**config.mk**
```make
export PLATFORM = sky130hd
export DESIGN_NAME = dmem_arbiter
export DESIGN_NICKNAME = d
export VERILOG_FILES = /design/src/rtl/dmem_arb_pkg.sv /design/src/rtl/starve_cnt.sv /design/src/rtl/dmem_arbiter.sv
export SDC_FILE = /design/constraint.sdc
export NUM_CORES = 1
export LEC_CHECK = 0
export BUFFER_PORTS_ARGS = -buffer_cell sky130_fd_sc_hd__clkbuf_2
export CORE_AREA = 4 4 114 116
export DETAILED_ROUTE_END_ITERATION = 10
export DIE_AREA = 0 0 118 120
export SYNTH_ARGS = -nofsm -noshare
export SYNTH_HDL_FRONTEND = slang
export SYNTH_HIERARCHICAL = 1
export SYNTH_SLANG_ARGS = --single-unit
```
**constraint.sdc**
```tcl
create_clock -name clk -period 2.8 [get_ports clk]
set_input_delay 0.84 -clock clk [delete_from_list [all_inputs] [get_ports clk]]
set_output_delay 0.84 -clock clk [all_outputs]
set_load 0.03 [all_outputs]
```
**src/rtl/dmem_arb_pkg.sv**
```systemverilog
// rtl/dmem_arb_pkg.sv - shared state encoding and defaults for the data-memory arbiter
package dmem_arb_pkg;

    localparam logic [1:0] IDLE   = 2'd0;
    localparam logic [1:0] RD_CPU = 2'd1;
    localparam logic [1:0] RD_DBG = 2'd2;

    localparam int STARVE_LIMIT_DEFAULT = 4;

endpackage

```
**src/rtl/starve_cnt.sv**
```systemverilog
// rtl/starve_cnt.sv - saturating count of CPU grants made while the debug port waits
module starve_cnt
    import dmem_arb_pkg::*;
#(
    parameter int LIMIT = STARVE_LIMIT_DEFAULT,
    parameter int W     = $clog2(LIMIT + 1)
) (
    input  logic         clk,
    input  logic         reset,
    input  logic         inc,
    input  logic         clr,
    output logic [W-1:0] count,
    output logic         saturated
);

    localparam logic [W-1:0] MAX = W'(LIMIT);

    // clear wins over increment; the count holds once it reaches the limit
    always_ff @(posedge clk or posedge reset) begin
        if (reset) begin
            count <= '0;
        end else if (clr) begin
            count <= '0;
        end else if (inc && (count != MAX)) begin
            count <= count + W'(1);
        end
    end

    assign saturated = (count == MAX);

endmodule

```
**src/rtl/dmem_arbiter.sv**
```systemverilog
// rtl/dmem_arbiter.sv - two-port (CPU/debug) arbiter in front of a single-port synchronous data memory
module dmem_arbiter
    import dmem_arb_pkg::*;
#(
    parameter int DATA_W       = 32,
    parameter int ADDR_W       = 32,
    parameter int STARVE_LIMIT = STARVE_LIMIT_DEFAULT
) (
    input  logic              clk,
    input  logic              reset,
    input  logic              cpu_req,
    input  logic              cpu_we,
    input  logic [ADDR_W-1:0] cpu_addr,
    input  logic [DATA_W-1:0] cpu_wdata,
    output logic              cpu_ready,
    output logic [DATA_W-1:0] cpu_rdata,
    output logic              cpu_stall,
    input  logic              dbg_req,
    input  logic              dbg_we,
    input  logic [ADDR_W-1:0] dbg_addr,
    input  logic [DATA_W-1:0] dbg_wdata,
    output logic              dbg_ready,
    output logic [DATA_W-1:0] dbg_rdata,
    output logic              mem_en,
    output logic              mem_we,
    output logic [ADDR_W-1:0] mem_addr,
    output logic [DATA_W-1:0] mem_wdata,
    input  logic [DATA_W-1:0] mem_rdata
);

    localparam int CNT_W = $clog2(STARVE_LIMIT + 1);

    logic [1:0]       state;
    logic [1:0]       state_nxt;
    logic             in_idle;
    logic             grant_cpu;
    logic             grant_dbg;
    logic             saturated;
    logic [CNT_W-1:0] starve_count;

    starve_cnt #(
        .LIMIT (STARVE_LIMIT),
        .W     (CNT_W)
    ) u_starve (
        .clk       (clk),
        .reset     (reset),
        .inc       (grant_cpu & dbg_req),
        .clr       (grant_dbg),
        .count     (starve_count),
        .saturated (saturated)
    );

    // grants are only made from IDLE; reset is folded in so every output reads 0 while it is held
    always_comb begin
        in_idle   = ~reset & (state == IDLE);
        grant_dbg = in_idle & dbg_req & (~cpu_req | saturated);
        grant_cpu = in_idle & cpu_req & ~grant_dbg;
        state_nxt = IDLE;
        if (grant_cpu && !cpu_we) begin
            state_nxt = RD_CPU;
        end else if (grant_dbg && !dbg_we) begin
            state_nxt = RD_DBG;
        end
    end

    // state register; a read in flight at reset is simply forgotten
    always_ff @(posedge clk or posedge reset) begin
        if (reset) begin
            state <= IDLE;
        end else begin
            state <= state_nxt;
        end
    end

    // memory strobe is issued combinationally in the grant cycle
    always_comb begin
        mem_en    = grant_cpu | grant_dbg;
        mem_we    = 1'b0;
        mem_addr  = '0;
        mem_wdata = '0;
        if (grant_cpu) begin
            mem_we    = cpu_we;
            mem_addr  = cpu_addr;
            mem_wdata = cpu_wdata;
        end else if (grant_dbg) begin
            mem_we    = dbg_we;
            mem_addr  = dbg_addr;
            mem_wdata = dbg_wdata;
        end
    end

    // stores complete in the issue cycle, loads in the RD_* cycle with the memory's registered data
    always_comb begin
        cpu_ready = (grant_cpu & cpu_we) | (state == RD_CPU);
        dbg_ready = (grant_dbg & dbg_we) | (state == RD_DBG);
        cpu_rdata = (state == RD_CPU) ? mem_rdata : '0;
        dbg_rdata = (state == RD_DBG) ? mem_rdata : '0;
        cpu_stall = ~reset & cpu_req & ~cpu_ready;
    end

endmodule

```
After elaboration in Yosys (flattened, before gate mapping)
Index checks and enable logic that the tools add are counted.

word-level totals
  register bits after elaboration = 5
  bits of input ports = 166
  output and inout port bits = 133

cells by class
  add/sub/neg operators = 1
  equality and inequality tests = 4
  multiplexer cells = 12
  bitwise operators = 18
  reductions and logical operators = 7

operators by type and width
  kind                                                                   number
  32-bit 2-to-1 mux                                                      6
  1-bit bitwise AND                                                      10
  3-bit 2-to-1 mux                                                       2
  2-bit 2-to-1 mux                                                       2
  1-bit NOT                                                              4
  1-bit bitwise OR                                                       4
  3-bit by 1-bit adder with 3-bit output, second input constant          1
  3-bit equality test, second input constant                             1
  1-bit logical AND                                                      3
  3-bit != test, second input constant                                   1
  2-bit by 1-bit equality test with 1-bit output, second input constant  1
  2-bit equality test, second input constant                             1
  1-bit zero test                                                        2
  2-bit zero test                                                        1
  1-bit 2-to-1 mux                                                       2
  2-bit nonzero test                                                     1

Logic depth before layout (Yosys ltp)
  word-level depth = 10
  depth in mapped cells = 11
  gate-level depth less buffers = 8

Cells and area by module
The synthesis kept the hierarchy.

modules (own cells, without submodules)
  module        times used  cells an instance  area an instance (µm²)  seq. area each (µm²)
  dmem_arbiter  1           167                1252.5                  50.0
  starve_cnt    1           19                 196.4                   75.1

Worst setup path after synthesis
OpenSTA, ideal clock, no wires.

  path type = in2out
  from = input port dbg_req
  to = output port cpu_stall
  data arrival time = 2.087 ns
  setup slack = -0.127 ns
  stages on the path = 5
  path buffers = 2
  cells stage by stage = nand2_1 -> and3_1 -> buf_2 -> buf_6 -> a2111oi_2

between the ends
  word-level cells in the longest chain between the ends = 8

RTL lines
  item                             RTL line            text
  from (decl)                      dmem_arbiter.sv:18  input logic dbg_req,
  1-bit bitwise AND (2 in series)  dmem_arbiter.sv:56  grant_dbg = in_idle & dbg_req & (~cpu_req | saturated);
  1-bit NOT                        dmem_arbiter.sv:57  grant_cpu = in_idle & cpu_req & ~grant_dbg;
  1-bit bitwise AND                dmem_arbiter.sv:57
  1-bit bitwise AND                dmem_arbiter.sv:94  cpu_ready = (grant_cpu & cpu_we) | (state == RD_CPU);
  1-bit bitwise OR                 dmem_arbiter.sv:94
  1-bit NOT                        dmem_arbiter.sv:98  cpu_stall = ~reset & cpu_req & ~cpu_ready;
  1-bit bitwise AND                dmem_arbiter.sv:98
  to (decl)                        dmem_arbiter.sv:17  output logic cpu_stall,

Every way passes these cells.

Final worst setup path
  from = input port reset
  to = output port mem_addr[5]

between the ends
  word-level cells in the longest chain between the ends = 7
  elaborated cells between the ends (all ways) = 9

RTL lines
  item                             RTL line            text
  from (decl)                      dmem_arbiter.sv:10  input logic reset,
  1-bit NOT (*)                    dmem_arbiter.sv:55  in_idle = ~reset & (state == IDLE);
  1-bit bitwise AND (*)            dmem_arbiter.sv:55
  1-bit bitwise AND (2 in series)  dmem_arbiter.sv:56
  1-bit NOT                        dmem_arbiter.sv:57
  1-bit bitwise AND                dmem_arbiter.sv:57
  32-bit 2-to-1 mux (*)            dmem_arbiter.sv:81  if (grant_cpu) begin
  to (decl)                        dmem_arbiter.sv:26  output logic [ADDR_W-1:0] mem_addr,

Every way passes the cells marked *; elsewhere a longest branch is shown, timed or not.

==> impl_metrics.json <==
{
  "status": "complete, but fails checks",
  "violations": "setup timing",
  "root_buffer": "clkbuf_16",
  "post-route-period-util_pct": 101.1,
  "hp-class": "input pin to async pin",
  "dieArea_mm2": 0.01416,
  "clkTransAtPathRegs_ps": 30,
  "netlist_area_mm2": 0.001449,
  "clock_latency_ps": 220,
  "std_cell_rows": 40,
  "max_stage_delay_ps": 300,
  "crit_path_cell_trace": "clkbuf_16 -> nor3_4 -> and3_4 -> buf_12 -> a22o_1 -> clkbuf_8",
  "slew_headroom_pct": 81.51,
  "tightest_slew_ps": 277.4,
  "power_mw": 1.120,
  "crit_buf_inv": 3,
  "htree_levels": 1,
  "critPathRequiredTime_ps": 1960,
  "numPortBuffers": 298,
  "whs_ps": 502.2,
  "setup_viol": 4,
  "swShare_pct": 41.29,
  "numCtsBuffers": 3,
  "drv_slew": 0,
  "setup.worst_path.end_class": "output pin",
  "first_iter_violations": 79,
  "vias": 2620,
  "critical_path_arrival_ps": 1990,
  "cp_top_family": "buffers and inverters",
  "initial_core_util_pct": 12.16,
  "p_int_mw": 0.6579,
  "antenna_cells_inserted": 0,
  "pin_count": 299,
  "final_common_cell": "clkbuf_2",
  "peakVddDrop_mv": 0.3935,
  "grt_pass1_vias": 2595,
  "overflow": 0,
  "rsz0062_at_grt": "true",
  "vias_per_cell": 4.179,
  "drc": 0,
  "ys_seq_area_share_pct": 8.636,
  "dp_hpwl_um": 7307,
  "clock_skew_ps": 0.8503,
  "power.leakage_nw": 2.221,
  "ys.warnings.count": 6,
  "grt_pass1_wl_um": 13680,
  "start_kind": "input pin",
  "track_usage_pct": 11.65,
  "syn2layout_area_growth_pct": 165.8,
  "switchingPower_mw": 0.4626,
  "drt_first_pass_iters": 4,
  "wl_per_cell_um": 15.90,
  "clkPwrFrac_pct": 20.6,
  "max_freq_mhz": 353.2,
  "drv_cap": 0,
  "tritoncts": "done",
  "final_cell_mix": "229 x clkbuf_2, 65 x and2_1, 59 x a22o_1",
  "min_period_ps": 2831,
  "worstSetupPathType": "input pin to output pin",
  "slowest_stage": "and3_4",
  "die_h_um": 120,
  "p_per_area_mw_per_mm2": 290.9,
  "clockBufferDepth": 2,
  "drt_wl_total_um": 9972,
  "avgSynthCellArea_um2": 7.790,
  "core_area_mm2": 0.01191,
  "synth-seq-cells": 5,
  "grt_max_degree": 34,
  "antenna_found_initial": 0,
  "clock-sinks": 5,
  "nets": 649,
  "pwr-share-seq_pct": 9.0,
  "power_frac_comb_pct": 70.4,
  "fp.dieW_um": 118,
  "drt.antenna.violating_nets": 0,
  "synth_nets": 354,
  "drive_gt1_share_pct": 68.96,
  "gp_congestion": 0.7746,
  "hold_violations": 0,
  "yosysUniqueCellTypes": 26,
  "synthCells": 186,
  "layout_setup_ws_ps": -31.03,
  "critical_path.max_fanout": 16
}
==> final timing paths <==
path / start / to / slack (ps) / depth (start not counted)
max: reset / mem_addr[5] / -30 / 6
min: reset / state[1] / 500 / 2
max reg2reg: u_starve/count[1] / u_starve/count[0] / 740 / 9
min reg2reg: u_starve/count[1] / u_starve/count[1] / 580 / 2
max in group asynchronous: reset / u_starve/count[0] / 2150 / 2
min in group clk: u_starve/count[1] / u_starve/count[1] / 580 / 2
==> worst reg2reg max path, delay by kind of cell (launching register included) <==
kind,cells,cell delay [ps]
AO/OA/AOI/OAI,1,230
adder cells (fa/ha/maj),1,180
buffers and inverters,2,190
flip-flops,1,370
multiplexers,1,320
AND/OR/NAND/NOR,4,650
==> stage by stage <==
step,util [%],setup TNS [ps],cells,instance area [um^2],setup slack (ps)
after floorplan,-,0,186,1461,98.69
after global placement,25.97,-6768,617,3093,-177.2
after detailed placement,25.97,-8249,617,3093,-192.5
after CTS,29.76,-371.3,624,3545,-72.19
after global routing,32.33,-3648,627,3851,-98.46
final,32.33,-49.97,627,3851,-31.03
==> power groups by stage <==
stage | logic (mW) | registers, mW | clock network, mW
finish | 0.789 | 0.101 | 0.231
detailed placement | 0.612 | 0.102 | 0
CTS | 0.702 | 0.0995 | 0.235
floorplan | 0.382 | 0.0993 | 0
global route | 0.839 | 0.103 | 0.242
global placement | 0.611 | 0.102 | 0
==> routing by layer <==
layer	up-vias	track usage (%)	wire length, um	share of wire, %
met4	0	1.538	39	0.39
met2	152	22.96	5409	54
met5	-	0	0	0
met1	1180	13.05	3651	37
li1	1284	-	-	-
met3	4	2.498	872	8.7
==> sequential cells by signal (all words and copies together), names as in the netlist <==
name / flops
state: 2
u_starve/count: 3
==> repair_timing <==
action | 4_1_cts | 5_1_grt
gates cloned | 2 | 2
setup buffers | 1 | 1
gates resized for setup | 90 | 122
pin swaps | 5 | 5
endpoints found under the setup margin | 66 | 68
hold endpoints to repair | 0 | 0
hold buffers | 0 | 0
==> cell type report <==
type	instances	area [um^2]
Tap cell	147	183.9
Clock buffer	4	78.83
Timing Repair Buffer	311	2171
Sequential cell	5	125.1
Multi-Input combinational cell	155	1274
Inverter	5	18.77
Fill cell	1247	8060
==> synth_stat cells <==
cell | n | area (um^2)
dfrtp_1 | 5 | 125.1
o211a_1 | 1 | 10.01
nor2b_1 | 4 | 25.02
a22o_1 | 65 | 569.3
nand2b_1 | 2 | 12.51
o21a_1 | 1 | 7.510
a21oi_1 | 1 | 5.000
nor3_2 | 1 | 10.01
and4b_1 | 1 | 10.01
nor3_1 | 1 | 5.000
and3_1 | 1 | 6.260
and2_1 | 66 | 412.9
a2111oi_2 | 1 | 15.01
and2b_1 | 1 | 7.510
a21o_1 | 2 | 15.01
mux2i_1 | 1 | 10.01
buf_4 | 1 | 7.510
a21boi_2 | 1 | 11.26
buf_2 | 10 | 50.05
clkbuf_1 | 6 | 22.52
mux2_4 | 1 | 15.01
inv_1 | 5 | 18.77
buf_6 | 4 | 45.04
ha_1 | 2 | 25.02
nor2_1 | 1 | 3.750
nand2_1 | 1 | 3.750
==> cells by family (layout without fill, tap and decap cells) <==
logic type               count (synthesis)  after routing  share of synthesized area [%]
AO/OA/AOI/OAI                           72             72                          43.70
adder cells (fa/ha/maj)                  2              2                          1.727
buffers and inverters                   26            320                          9.931
flip-flops                               5              5                          8.636
multiplexers                             2              2                          1.727
AND/OR/NAND/NOR                         79             79                          34.28
Power figures use the tool's default switching activity.
